`src/rtl/hs2way_arb_pkg.sv`:
```
// Shared types and helpers for the hs2way round-robin arbiter.
// Optional build macro: HS2WAY_ARB_FIXED_PRIO_EN (fixed lowest-index priority).
package hs2way_arb_pkg;

  typedef enum logic [0:0] {
    ARB_IDLE  = 1'b0,
    ARB_BURST = 1'b1
  } t_arb_state;

  localparam int BURST_CNT_W = 8;

  function automatic int id_width(input int n);
    if (n <= 2) begin
      return 1;
    end else begin
      return $clog2(n);
    end
  endfunction

endpackage

```
`src/rtl/hs2way_rr_picker.sv`:
```
// Combinational requester picker: first set request at or after ptr, wrapping.
// With HS2WAY_ARB_FIXED_PRIO_EN defined the lowest set index wins and ptr is ignored.
module hs2way_rr_picker
  import hs2way_arb_pkg::*;
#(
  parameter int g_num_req = 4,
  parameter int g_id_w    = id_width(g_num_req)
) (
  input  logic [g_num_req-1:0] req,
  input  logic [g_id_w-1:0]    ptr,
  output logic                 found,
  output logic [g_id_w-1:0]    idx
);

  logic [g_id_w-1:0] cand_s;

  // Scan from the farthest offset down so the nearest candidate is the last write.
  always_comb begin
    found  = 1'b0;
    idx    = '0;
    cand_s = '0;
    for (int k = g_num_req - 1; k >= 0; k--) begin
`ifdef HS2WAY_ARB_FIXED_PRIO_EN
      cand_s = g_id_w'(k);
`else
      cand_s = g_id_w'((int'(ptr) + k) % g_num_req);
`endif
      if (req[cand_s]) begin
        found = 1'b1;
        idx   = cand_s;
      end else begin
        found = found;
      end
    end
  end

endmodule

```
`src/rtl/hs2way_arbiter.sv`:
```
// Shares one hs2way master channel among g_num_req requesters with bounded bursts.
// Optional build macro: HS2WAY_ARB_FIXED_PRIO_EN (fixed priority, pointer held at 0).
module hs2way_arbiter
  import hs2way_arb_pkg::*;
#(
  parameter int g_data_size = 8,
  parameter int g_num_req   = 4,
  parameter int g_max_burst = 4
) (
  input  logic                             p_clock,
  input  logic                             p_reset_n,
  input  logic [g_num_req-1:0]             p_in_push,
  output logic [g_num_req-1:0]             p_in_wait_n,
  input  logic [g_num_req*g_data_size-1:0] p_in_data,
  output logic                             p_out_push,
  input  logic                             p_out_wait_n,
  output logic [g_data_size-1:0]           p_out_data,
  output logic [$clog2(g_num_req)-1:0]     p_grant_id,
  output logic                             p_busy
);

  localparam int ID_W = id_width(g_num_req);
  localparam logic [BURST_CNT_W-1:0] MAX_LAST = BURST_CNT_W'(g_max_burst - 1);

  t_arb_state             state_r;
  logic [ID_W-1:0]        grant_r;
  logic [ID_W-1:0]        ptr_r;
  logic [BURST_CNT_W-1:0] burst_cnt_r;
  logic                   out_push_r;
  logic [g_data_size-1:0] out_data_r;

  logic                   can_load_s;
  logic                   beat_s;
  logic                   pick_found_s;
  logic [ID_W-1:0]        pick_idx_s;
  logic [ID_W-1:0]        next_ptr_s;
  logic [g_num_req-1:0]   wait_n_s;
  logic [g_data_size-1:0] in_data_a [g_num_req];

  for (genvar gi = 0; gi < g_num_req; gi++) begin : g_unpack
    assign in_data_a[gi] = p_in_data[gi*g_data_size +: g_data_size];
  end

  hs2way_rr_picker #(
    .g_num_req (g_num_req),
    .g_id_w    (ID_W)
  ) u_picker (
    .req   (p_in_push),
    .ptr   (ptr_r),
    .found (pick_found_s),
    .idx   (pick_idx_s)
  );

  assign can_load_s = !out_push_r || p_out_wait_n;
  assign beat_s     = (state_r == ARB_BURST) && p_in_push[grant_r] && can_load_s;

  // Pointer moves just past the requester whose burst is ending.
  always_comb begin
`ifdef HS2WAY_ARB_FIXED_PRIO_EN
    next_ptr_s = '0;
`else
    if (grant_r == ID_W'(g_num_req - 1)) begin
      next_ptr_s = '0;
    end else begin
      next_ptr_s = grant_r + ID_W'(1);
    end
`endif
  end

  // Only the granted requester may see wait_n high, and only when the output can load.
  always_comb begin
    wait_n_s = '0;
    if (state_r == ARB_BURST) begin
      wait_n_s[grant_r] = can_load_s;
    end else begin
      wait_n_s = '0;
    end
  end

  // Grant FSM: IDLE picks a requester, BURST forwards beats until limit or push drop.
  always_ff @(posedge p_clock or negedge p_reset_n) begin
    if (!p_reset_n) begin
      state_r     <= ARB_IDLE;
      grant_r     <= '0;
      ptr_r       <= '0;
      burst_cnt_r <= '0;
    end else begin
      case (state_r)
        ARB_IDLE: begin
          if (pick_found_s) begin
            state_r     <= ARB_BURST;
            grant_r     <= pick_idx_s;
            burst_cnt_r <= '0;
          end
        end
        ARB_BURST: begin
          if (beat_s) begin
            burst_cnt_r <= burst_cnt_r + BURST_CNT_W'(1);
            if (burst_cnt_r == MAX_LAST) begin
              state_r <= ARB_IDLE;
              ptr_r   <= next_ptr_s;
            end
          end else if (!p_in_push[grant_r]) begin
            state_r <= ARB_IDLE;
            ptr_r   <= next_ptr_s;
          end
        end
        default: begin
          state_r <= ARB_IDLE;
        end
      endcase
    end
  end

  // Single-entry output register; a load during downstream accept keeps push high.
  always_ff @(posedge p_clock or negedge p_reset_n) begin
    if (!p_reset_n) begin
      out_push_r <= 1'b0;
      out_data_r <= '0;
    end else if (beat_s) begin
      out_push_r <= 1'b1;
      out_data_r <= in_data_a[grant_r];
    end else if (p_out_wait_n) begin
      out_push_r <= 1'b0;
    end
  end

  assign p_in_wait_n = wait_n_s;
  assign p_out_push  = out_push_r;
  assign p_out_data  = out_data_r;
  assign p_grant_id  = grant_r;
  assign p_busy      = (state_r == ARB_BURST);

endmodule
```
`config.mk`:
```
export PLATFORM = sky130hd
export DESIGN_NAME = hs2way_arbiter
export DESIGN_NICKNAME = d
export VERILOG_FILES = /design/src/rtl/hs2way_arb_pkg.sv /design/src/rtl/hs2way_rr_picker.sv /design/src/rtl/hs2way_arbiter.sv
export SDC_FILE = /design/constraint.sdc
export NUM_CORES = 1
export LEC_CHECK = 0
export CAP_MARGIN = 20
export CORE_ASPECT_RATIO = 1.1
export CORE_MARGIN = 2
export CORE_UTILIZATION = 46
export CTS_CLUSTER_DIAMETER = 50
export DETAILED_ROUTE_END_ITERATION = 16
export GPL_TIMING_DRIVEN = 1
export PLACE_DENSITY = 0.83
export SYNTH_ARGS = -nofsm -noshare
export SYNTH_HDL_FRONTEND = slang
export SYNTH_HIERARCHICAL = 1
export SYNTH_SLANG_ARGS = --single-unit
```
`constraint.sdc`:
```
create_clock -name p_clock -period 2.77 [get_ports p_clock]
set_clock_uncertainty 0.15 [all_clocks]
set_input_delay 0.554 -clock p_clock [delete_from_list [all_inputs] [get_ports p_clock]]
set_output_delay 0.554 -clock p_clock [all_outputs]
set_load 0.05 [all_outputs]
```
==> impl_metrics.env <==
export IMPL_crit_fanout=14
export IMPL_hold_viol_final=0
export IMPL_drtIter0Drc=17
export IMPL_relSlewSlack_pct=61.9
export IMPL_globalplace_congestion=0.858
export IMPL_setup_viol=0
export IMPL_setup_tns_ps=0
export IMPL_cts_hold_buf=0
export IMPL_rsz0062_at_grt="false"
export IMPL_gr_usage_all_layers_pct=22.1
export IMPL_ant_nets=0
export IMPL_critPathBufInv=1
export IMPL_worstHoldPathType="register to register"
export IMPL_final_util_pct=72.2
export IMPL_regArea_um2=551
export IMPL_p_per_area_mw_per_mm2=1070
export IMPL_dpl_hpwl_um=2830
export IMPL_clock_latency_ps=320
export IMPL_cp_slowest_cell="clkdlybuf4s50_1"
export IMPL_die_y_um=61.3
export IMPL_synth_seq_cells=22
export IMPL_synthCells=118
export IMPL_fin_crit_sh_pct=88.9
export IMPL_grt_use_met3_pct=2.73
export IMPL_cts_made_buffers=3
export IMPL_ys_seq_area_share_pct=40.0
export IMPL_critPathRequiredTime_ps=2070
export IMPL_vdd_ir_drop_max_mv=0.835
export IMPL_drive_gt1_share_pct=19.5
export IMPL_p_total_mw=2.17
export IMPL_ctsResizeCount=0
export IMPL_critPathLaunchType="register"
export IMPL_clkSlewWorstSetupHoldPaths_ps=130
export IMPL_rows=20
export IMPL_areaGrowthSynthToFinish_pct=47.2
export IMPL_drt_vias_per_instance=5.56
export IMPL_cts_setup_buffers=0
export IMPL_p_leak_nw=0.871
export IMPL_path_depth=1
export IMPL_cts_buffer_depth=2
export IMPL_gr_usage_met1_pct=25.8
export IMPL_ys_flop_type="dfrtp_1"
export IMPL_cap_violations=0
export IMPL_reg2reg_depth=3
export IMPL_slowest_delay_ps=870
export IMPL_end_kind="output pin"
export IMPL_ys_warn_count=6
export IMPL_synth_edff_count=0
export IMPL_h_tree_depth=1
export IMPL_clock_fmax_mhz=406
export IMPL_async_flop_share_pct=100
export IMPL_period_needed_ps=2460
export IMPL_clockRootBuffer="clkbuf_4"
export IMPL_ys_types=34
export IMPL_drc=0
export IMPL_cp_arrival_ps=1760
export IMPL_syn_area_mm2=0.00138
export IMPL_die_area_mm2=0.00344
export IMPL_firstDrtPassIters=4
export IMPL_tritoncts="built"
export IMPL_grt_pass1_vias=1218
export IMPL_antenna_found_initial=0
export IMPL_grt_use_met2_pct=40.7
export IMPL_avgSynthCellArea_um2=11.7
export IMPL_n_antenna_cell=0
export IMPL_grt_start_max_net_pins=23
export IMPL_worst_pin_slew_ps=570
export IMPL_layout_common_cells="50 x clkdlybuf4s50_1, 22 x dfrtp_1, 15 x nand2_1"
export IMPL_dr_total_vias=1151
export IMPL_hold_path_depth=2
export IMPL_path_class="register to output pin"
export IMPL_syn_nets=162
export IMPL_dieWidth_um=56.1
export IMPL_fin_nets=219
export IMPL_initial_core_util_pct=49.1
export IMPL_pin_count=55
export IMPL_cts_sinks=22
export IMPL_crit_family="buffers and inverters"
export IMPL_final_fill_count=223
export IMPL_core_area_mm2=0.00280
export IMPL_status="completed"
export IMPL_wl_um=3580
export IMPL_drv_slew=0
export IMPL_wl_per_cell_um=17.3
export IMPL_layout_commonest_cell="clkdlybuf4s50_1"
export IMPL_port_buffers=54
export IMPL_grt_overflow=0
export IMPL_path_cells="clkdlybuf4s50_1"
export IMPL_grt_busiest_layer="met2"
export IMPL_grt_pass1_wl_um=5690
export IMPL_multi_input_area_um2=786
==> worst paths after layout <==
| check | startpoint | endpoint | slack (ps) |
|---|---|---|---|
| max | p_busy | p_busy | 310 |
| min | p_out_data[3] | p_out_data[3] | 360 |
| max reg2reg | p_grant_id[0] | p_out_data[7] | 790 |
| min reg2reg | p_out_data[3] | p_out_data[3] | 360 |
| max in group asynchronous | p_reset_n | p_grant_id[1] | 1830 |
| min in group asynchronous | p_reset_n | p_out_push | 410 |
==> sequential cells by signal, indices dropped and copies added (netlist names) <==
register,count
burst_cnt_r,8
p_out_data,8
p_grant_id,2
ptr_r,2
p_busy,1
p_out_push,1
==> routing by layer <==
metal,vias to the layer above,part of all wire [%]
met1,559,38
li1,549,-
met5,-,0
met4,0,3.5
met3,9,3.9
met2,34,55
==> where the power goes <==
group,switching (mW),leakage [nW],internal [mW]
Sequential,0.128,0.276,0.443
Clock,0.104,0.0210,0.0806
Combinational,0.767,0.574,0.646
Total,0.999,0.871,1.17
==> cell usage after synthesis, drive strengths merged (3+ instances only) <==
| cell type | number | area [um2] |
|---|---|---|
| nand2 | 15 | 56.3 |
| o21ai | 5 | 25.0 |
| mux2i | 4 | 40.0 |
| nand3 | 5 | 30.0 |
| nand2b | 4 | 25.0 |
| buf | 3 | 23.8 |
| nand4 | 3 | 18.8 |
| mux2 | 9 | 128 |
| a21oi | 3 | 15.0 |
| mux4 | 9 | 203 |
| nor2 | 5 | 18.8 |
| ha | 5 | 62.6 |
| and3 | 8 | 55.1 |
| dfrtp | 22 | 551 |
==> kinds of logic after synthesis <==
logic type | Yosys count | synth area share, %
compound gates | 14 | 6.82
flops | 22 | 40.0
buf+inv | 7 | 2.82
mux | 22 | 26.9
fa+ha+maj | 5 | 4.55
simple gates | 48 | 18.8
==> worst reg2reg max path, delay by kind of cell (launching register included) <==
kind             cells  cell delay, ps
muxes                2             930
DFF                  1             520
and+or+nand+nor      1             280
==> metrics by stage <==
stage | instances | hold slack (ps) | setup slack, ps | cell area, um2
global route | 207 | 411 | 223 | 2020
finish | 207 | 361 | 306 | 2020
CTS | 207 | 379 | 287 | 2020
detailed placement | 203 | 348 | 309 | 1990
floorplan | 118 | 108 | 401 | 1380
global placement | 203 | 310 | 350 | 1990
==> final cells by class <==
type                            instances  share of cell area [%]
Clock buffer                            4                    1.79
Timing Repair Buffer                   57                    29.8
Tap cell                               33                    2.04
Sequential cell                        22                    27.2
Multi-Input combinational cell         89                    38.8
Inverter                                2                   0.371
No activity file was read; power rests on OpenSTA's default activity.
